===== src/rtl/timing_pulse_generator.sv =====
// timing_pulse_generator
//   Generates a one-hot sequence of NUM_PULSES timing pulses per memory
//   cycle and counts the completed cycles.
//
//   Parameters
//     NUM_PULSES  pulses per memory cycle (2..32)
//     CYC_W       width of the completed-cycle counter (1..32)
//
//   Ports
//     clk          rising-edge clock
//     rst_n        synchronous active-low reset
//     en           run enable, used in CONTINUOUS mode only
//     mode         0=CONTINUOUS 1=SINGLE 2=STEP 3=STOP
//     step         start strobe (SINGLE) / advance strobe (STEP)
//     tp           registered one-hot timing pulses, bit 0 first
//     tp_idx       index of the asserted tp bit, 0 when idle
//     mct_end      high while the last pulse is asserted
//     cycle_count  completed memory cycles, wraps modulo 2^CYC_W
//     busy         high while any pulse is asserted
module timing_pulse_generator #(
  parameter int NUM_PULSES = 12,
  parameter int CYC_W      = 16,
  localparam int IDX_W     = ($clog2(NUM_PULSES) < 1) ? 1 : $clog2(NUM_PULSES)
) (
  input  logic                  clk,
  input  logic                  rst_n,
  input  logic                  en,
  input  logic [1:0]            mode,
  input  logic                  step,
  output logic [NUM_PULSES-1:0] tp,
  output logic [IDX_W-1:0]      tp_idx,
  output logic                  mct_end,
  output logic [CYC_W-1:0]      cycle_count,
  output logic                  busy
);

  typedef enum logic [1:0] {
    MODE_CONT   = 2'd0,
    MODE_SINGLE = 2'd1,
    MODE_STEP   = 2'd2,
    MODE_STOP   = 2'd3
  } mode_e;

  typedef enum logic {
    IDLE   = 1'b0,
    ACTIVE = 1'b1
  } state_e;

  localparam logic [NUM_PULSES-1:0] FIRST_PULSE = NUM_PULSES'(1);
  localparam logic [IDX_W-1:0]      LAST_IDX    = IDX_W'(NUM_PULSES - 1);
  localparam logic [IDX_W-1:0]      PRE_LAST    = IDX_W'(NUM_PULSES - 2);

  state_e state;
  mode_e  cur_mode;
  logic   advance;
  logic   at_last;

  always_comb begin
    cur_mode = mode_e'(mode);
    at_last  = (state == ACTIVE) && (tp_idx == LAST_IDX);
    advance  = 1'b0;
    unique case (cur_mode)
      MODE_CONT:   advance = en;
      // Once started, a single cycle runs to completion on its own;
      // step only matters while idle.
      MODE_SINGLE: advance = (state == ACTIVE) ? 1'b1 : step;
      MODE_STEP:   advance = step;
      MODE_STOP:   advance = 1'b0;
      default:     advance = 1'b0;
    endcase
  end

  always_ff @(posedge clk) begin
    if (!rst_n) begin
      state       <= IDLE;
      tp          <= '0;
      tp_idx      <= '0;
      mct_end     <= 1'b0;
      busy        <= 1'b0;
      cycle_count <= '0;
    end else if (cur_mode == MODE_STOP) begin
      // Abort without crediting a cycle, even from the last pulse.
      state   <= IDLE;
      tp      <= '0;
      tp_idx  <= '0;
      mct_end <= 1'b0;
      busy    <= 1'b0;
    end else if (advance) begin
      if (at_last) begin
        cycle_count <= cycle_count + CYC_W'(1);
      end
      if (at_last && (cur_mode == MODE_SINGLE)) begin
        state   <= IDLE;
        tp      <= '0;
        tp_idx  <= '0;
        mct_end <= 1'b0;
        busy    <= 1'b0;
      end else if ((state == IDLE) || at_last) begin
        state   <= ACTIVE;
        tp      <= FIRST_PULSE;
        tp_idx  <= '0;
        mct_end <= 1'b0;
        busy    <= 1'b1;
      end else begin
        state   <= ACTIVE;
        tp      <= tp << 1;
        tp_idx  <= tp_idx + IDX_W'(1);
        mct_end <= (tp_idx == PRE_LAST);
        busy    <= 1'b1;
      end
    end
  end

endmodule


===== config.mk =====
export PLATFORM = sky130hd
export DESIGN_NAME = timing_pulse_generator
export DESIGN_NICKNAME = d
export VERILOG_FILES = /design/src/rtl/timing_pulse_generator.sv
export SDC_FILE = /design/constraint.sdc
export NUM_CORES = 1
export LEC_CHECK = 0
export CAP_MARGIN = 25
export CORE_AREA = 2 2 75 77
export DETAILED_ROUTE_END_ITERATION = 8
export DIE_AREA = 0 0 77 79
export GPL_TIMING_DRIVEN = 0
export PLACE_DENSITY = 0.63
export SYNTH_ARGS = -nofsm -noshare
export SYNTH_HDL_FRONTEND = slang
export SYNTH_SLANG_ARGS = --single-unit

===== constraint.sdc =====
create_clock -name clk -period 2.7 [get_ports clk]
set_input_delay 0.54 -clock clk [delete_from_list [all_inputs] [get_ports clk]]
set_output_delay 0.54 -clock clk [all_outputs]
set_load 0.01 [all_outputs]

**After elaboration in Yosys (flattened, before gate mapping)**

Cells that the tools add are included.

- $add $sub $neg: 2
- Equal/unequal tests: 5
- Muxes and demuxes: 9
- Bitwise logic cells: 3
- Reduce and logical (&&, ||, !) cells: 6

Operators with widths:

| cell | count |
|---|---|
| 2-to-1 mux 12 bit | 2 |
| adder 16 x 1 -> 16 bit (second input constant) | 1 |
| == test 4 bit (second input constant) | 2 |
| 2-to-1 mux 4 bit | 2 |
| adder 4 x 1 -> 4 bit (second input constant) | 1 |
| == test 2 bit (second input constant) | 2 |
| 2-to-1 mux 1 bit | 4 |
| one-hot mux 1 bit (4 select lines) | 1 |
| inverter 1 bit | 3 |
| AND reduction 3 bit | 1 |
| == test 2 x 1 -> 1 bit (second input constant) | 1 |
| logical AND 1 bit | 2 |
| zero test 2 bit | 1 |
| OR reduction 2 bit | 1 |
| logical OR 1 bit | 1 |

- Register bits: 34
- Bits of input ports: 6
- Output and inout bits: 34

**Logic depth before layout (Yosys ltp)**

- Depth after elaboration: 5
- Mapped depth: 7

**Worst setup path before layout**

Ideal clock, no wire load.

- Path kind: register to register
- Start point: register tp_idx[1]
- End point: register cycle_count[12]
- Arrival time: 1971 ps
- Data required time: 2630 ps
- Path slack: 658 ps
- Cell stages (with the launch flop): 7
- Cell sequence: dfxtp_1 -> ha_1 -> nand4b_2 -> a2111o_1 -> buf_6 -> or4_1 -> a21oi_1

- Longest elaborated chain between the ends: 3

Ends and longest elaborated chain:

| element | RTL line | source |
|---|---|---|
| start, declared | 31 | `output logic [IDX_W-1:0] tp_idx,` |
| start signal, assigned | 107 | `tp_idx <= tp_idx + IDX_W'(1);` |
| == test 4 bit | 60 | `at_last = (state == ACTIVE) && (tp_idx == LAST_IDX);` |
| logical AND 1 bit | 60 |  |
| AND reduction 3 bit (no source line) | -- |  |
| end signal, assigned | 90 | `cycle_count <= cycle_count + CYC_W'(1);` |
| end, declared | 33 | `output logic [CYC_W-1:0] cycle_count,` |

No other way between the ends.
A chain may end at the register's enable or synchronous reset.

**Final worst setup path**

- Start point: input mode[1]
- End point: register cycle_count[8]

- Longest elaborated chain between the ends: 3
- Elaborated cells on any way between the ends: 7
- Classes of those cells: eq/ne (3); mux (1); bitwise (1); reduce/logical (2)

Ends and longest elaborated chain:

| element | RTL line | source |
|---|---|---|
| start, declared | 28 | `input logic [1:0] mode,` |
| == test 2 bit, or another cell as far along | 62, 81 |  |
| one-hot mux 1 bit (4 select lines) / inverter 1 bit (equally long branches) | -- |  |
| AND reduction 3 bit (no source line) (*) | -- |  |

Every way passes the cells marked *; elsewhere a longest branch is shown, timed or not.

==> summary.md <==
| Metric | Value |
|---|---|
| GRT Util Overall | `13.0%` |
| CP startpoint kind | `input pin` |
| Drt pass-1 iters | `4` |
| Post-route cell area | `2130 µm²` |
| Worst-skew pair later-pin latency | `0.29 ns` |
| Sw power | `235 µW` |
| Synth top area share | `44.2%` |
| Register area | `681 µm²` |
| Sum Neg Setup Slack | `0 ns` |
| R2r setup slk | `0.47 ns` |
| CTS Hold Bufs | `0` |
| Fillers | `573` |
| Final setup violating endpoints | `0` |
| Setup CP Type | `in2reg` |
| Die width | `77 µm` |
| Dpl cell area | `2020 µm²` |
| Clock tree buffer depth | `2` |
| Overflow left after global routing | `0` |
| Num rows | `27` |
| Syn Inst Count | `183` |
| Hold Crit Class | `reg2reg` |
| Sw frac | `23.0%` |
| Mapped Avg Cell Area | `8.42 µm²` |
| Maxcap violations | `0` |
| Mapped Nets | `192` |
| CP Capture Type | `flip-flop` |
| Sequential share of power | `49.8%` |
| Drt via density | `4.98` |
| PnR worst setup slack | `0.312 ns` |
| Worst Path Required | `2.86 ns` |
| Die area | `6080 µm²` |
| Most common cell after layout, fill and taps aside | `clkdlybuf4s50_1` |
| Vias | `1504` |
| GPL Wtd Cong | `0.743` |
| Clk sinks | `34` |
| FF+latch count, synth | `34` |
| Reg2reg end | `cycle_count[8]$_SDFFE_PN0P_` |
| Layout Nets | `238` |
| Post-CTS Setup Inserts | `0` |
| I/O Buffers | `39` |
| Layout cell share with drive strength beyond 1 | `5.22%` |
| Clk pin slew, worst setup/hold paths | `0.07 ns` |
| Status | `completed` |
| Tcrit/Tclk final | `88.4%` |
| Register area share after synthesis | `44.2%` |
| Clock Skews | `0.00403 ns` |
| RSZ-0062 raised after global routing | `false` |
| Die Ht | `79 µm` |
| Clock power share | `43.8%` |
| Initial Util | `28.9%` |
| Core area | `5340 µm²` |
| Multi-input gate area | `815 µm²` |
| CP Launch Point | `mode[1]` |
| Vias in the first global route | `1347` |
| Worst Setup EP | `cycle_count[8]$_SDFFE_PN0P_` |
| Hold Fails Final Rpt | `0` |
| Ant. Diodes | `0` |
| Reg2Reg Launch Point | `tp_idx[1]$_SDFFE_PP0P_` |
| Worst-path fanout max | `10` |
| Pwr Density | `478 nW/µm²` |
| Cell Area, Synth | `1540 µm²` |
| Yosys cell types | `36` |
| Worst path slowest cell | `a2111o_1` |
| Slew Viols, Final | `0` |
| Initial antenna violation count | `0` |
| Synth area leader | `dfxtp_1` |
| Max incr delay on CP | `0.51 ns` |
| Power share of the combinational group | `6.3%` |
| Post-layout minimum cycle time | `2.39 ns` |
| Total CTS buffers | `5` |
| Internal cell power | `784 µW` |
| Crit path DAT | `2.55 ns` |
| Final ANT Viol Nets | `0` |
| Drt initial violations | `65` |
| Warning count from the yosys run | `0` |
| Max-Slew Margin vs Limit | `45.4%` |
| CTS tree | `done` |
| # IOs | `40` |
| Final WL | `3840 µm` |
| Top cells by area, synth | `dfxtp_1 44%, a21oi_1 9.4%, nand3_1 6.5%` |
| Worst-margin pin slew | `0.814 ns` |
| CTS root buffer | `clkbuf_8` |
| DR DRC count | `0` |
| Lkg Pwr | `0.000690 µW` |
| Worst VDD drop | `211 µV` |
| Leading cell types in the layout, fill and taps excluded | `39 x clkdlybuf4s50_1, 34 x dfxtp_1, 29 x a21oi_1` |
| Register-to-Register Path Depth | `7` |
| Fmax | `419 MHz` |
| First-pass GRT wire length | `6370 µm` |
| Routed len/inst | `12.7 µm` |
| Pre-CTS WS | `0.0172 ns` |
| HPWL Detailed | `2680 µm` |
| Post-CTS sizing | `0` |
| Sequence of cells on the critical path | `clkdlybuf4s50_1 -> o21bai_1 -> a2111o_1 -> buf_6 -> clkbuf_1 -> o31ai_1 -> a21oi_1` |
| # H-tree levels | `2` |
| P&R area growth vs syn | `38.3%` |
| Largest net degree at the start of global routing | `11` |
==> routing by layer <==
layer  up-vias  track usage, %  part of all wire [%]
met2        31            20.6                    45
met1       694            16.9                    49
li1        773               -                     -
met4         0            5.89                   1.5
met5         -               0                     0
met3         6            2.95                   4.4
==> worst max-delay path, delay by kind of cell <==
kind / cells / cell delay (ns)
buffers and inverters: 3 / 0.86
AO/OA/AOI/OAI: 4 / 1.14
==> area by class of cell <==
cell class	count	share of cell area [%]
multi-input combinational	139	38.2
sequential	34	31.9
timing repair buffer	39	18.3
clock buffer	8	5.17
tap	72	4.23
buffer	8	1.76
inverter	2	0.352
==> cell usage after synthesis, drive strengths merged <==
cell type  number
o31ai           5
o21bai          2
nand2          25
a21bo           1
and4            1
nand2b          2
nand3          20
nand4           5
a2111o          1
nor3b           1
nand3b          2
a21oi          29
or3             6
o21ai           7
and2            2
o22ai           1
inv             2
nand4b          1
nor2            3
a21boi          1
mux2i           3
and3            3
dfxtp          34
xnor2           1
a22oi           1
buf             2
nor3            1
or4b            2
clkbuf          6
nor2b           2
or4             6
ha              3
a211oi          1
a22o            1
==> state kept, by name, summed over array words and instances, names as in the netlist <==
| signal | cells |
|---|---|
| cycle_count | 16 |
| state | 1 |
| mct_end | 1 |
| tp_idx | 4 |
| tp | 12 |
==> cell families after synthesis <==
family / count (synthesis) / share of synthesized area, %
XOR/XNOR: 1 / 0.569
AO/OA/AOI/OAI: 50 / 18.9
adder cells (fa/ha/maj): 3 / 2.44
flip-flops: 34 / 44.2
multiplexers: 3 / 1.95
AND/OR/NAND/NOR: 82 / 29.0
buffers and inverters: 10 / 2.92
==> power groups by stage <==
| stage | combinational (µW) | sequential [µW] | clock [µW] |
|---|---|---|---|
| final | 64.5 | 508 | 447 |
| after global routing | 71.0 | 508 | 475 |
| after CTS | 64.5 | 508 | 456 |
| after detailed placement | 64.6 | 520 | 0 |
| after global placement | 64.3 | 520 | 0 |
| after floorplan | 35.3 | 520 | 0 |
==> worst min-delay path by stage <==
stage / start / endpoint / slack, ns / cells past startpoint
6_report: tp[11]$_SDFFE_PP0P_ / tp[11]$_SDFFE_PP0P_ / 0.46 / 2
5_1_grt: tp[11]$_SDFFE_PP0P_ / tp[11]$_SDFFE_PP0P_ / 0.48 / 2
4_1_cts: tp[11]$_SDFFE_PP0P_ / tp[11]$_SDFFE_PP0P_ / 0.46 / 2
2_1_floorplan: mct_end$_SDFFE_PP0P_ / mct_end$_SDFFE_PP0P_ / 0.48 / 2
3_5_place_dp: tp[11]$_SDFFE_PP0P_ / tp[11]$_SDFFE_PP0P_ / 0.45 / 2
3_3_place_gp: tp[11]$_SDFFE_PP0P_ / tp[11]$_SDFFE_PP0P_ / 0.44 / 2
==> through the flow <==
step / std cells / utilization (%) / total power (µW) / hold WS, ns
2_1_floorplan: 183 / - / 555 / 0.476
3_3_place_gp: 294 / 37.9 / 584 / 0.443
3_5_place_dp: 294 / 37.9 / 584 / 0.450
4_1_cts: 302 / 39.9 / 1030 / 0.460
5_1_grt: 302 / 39.9 / 1050 / 0.483
6_report: 302 / 39.9 / 1020 / 0.455
(Power assumes the default switching activity.)
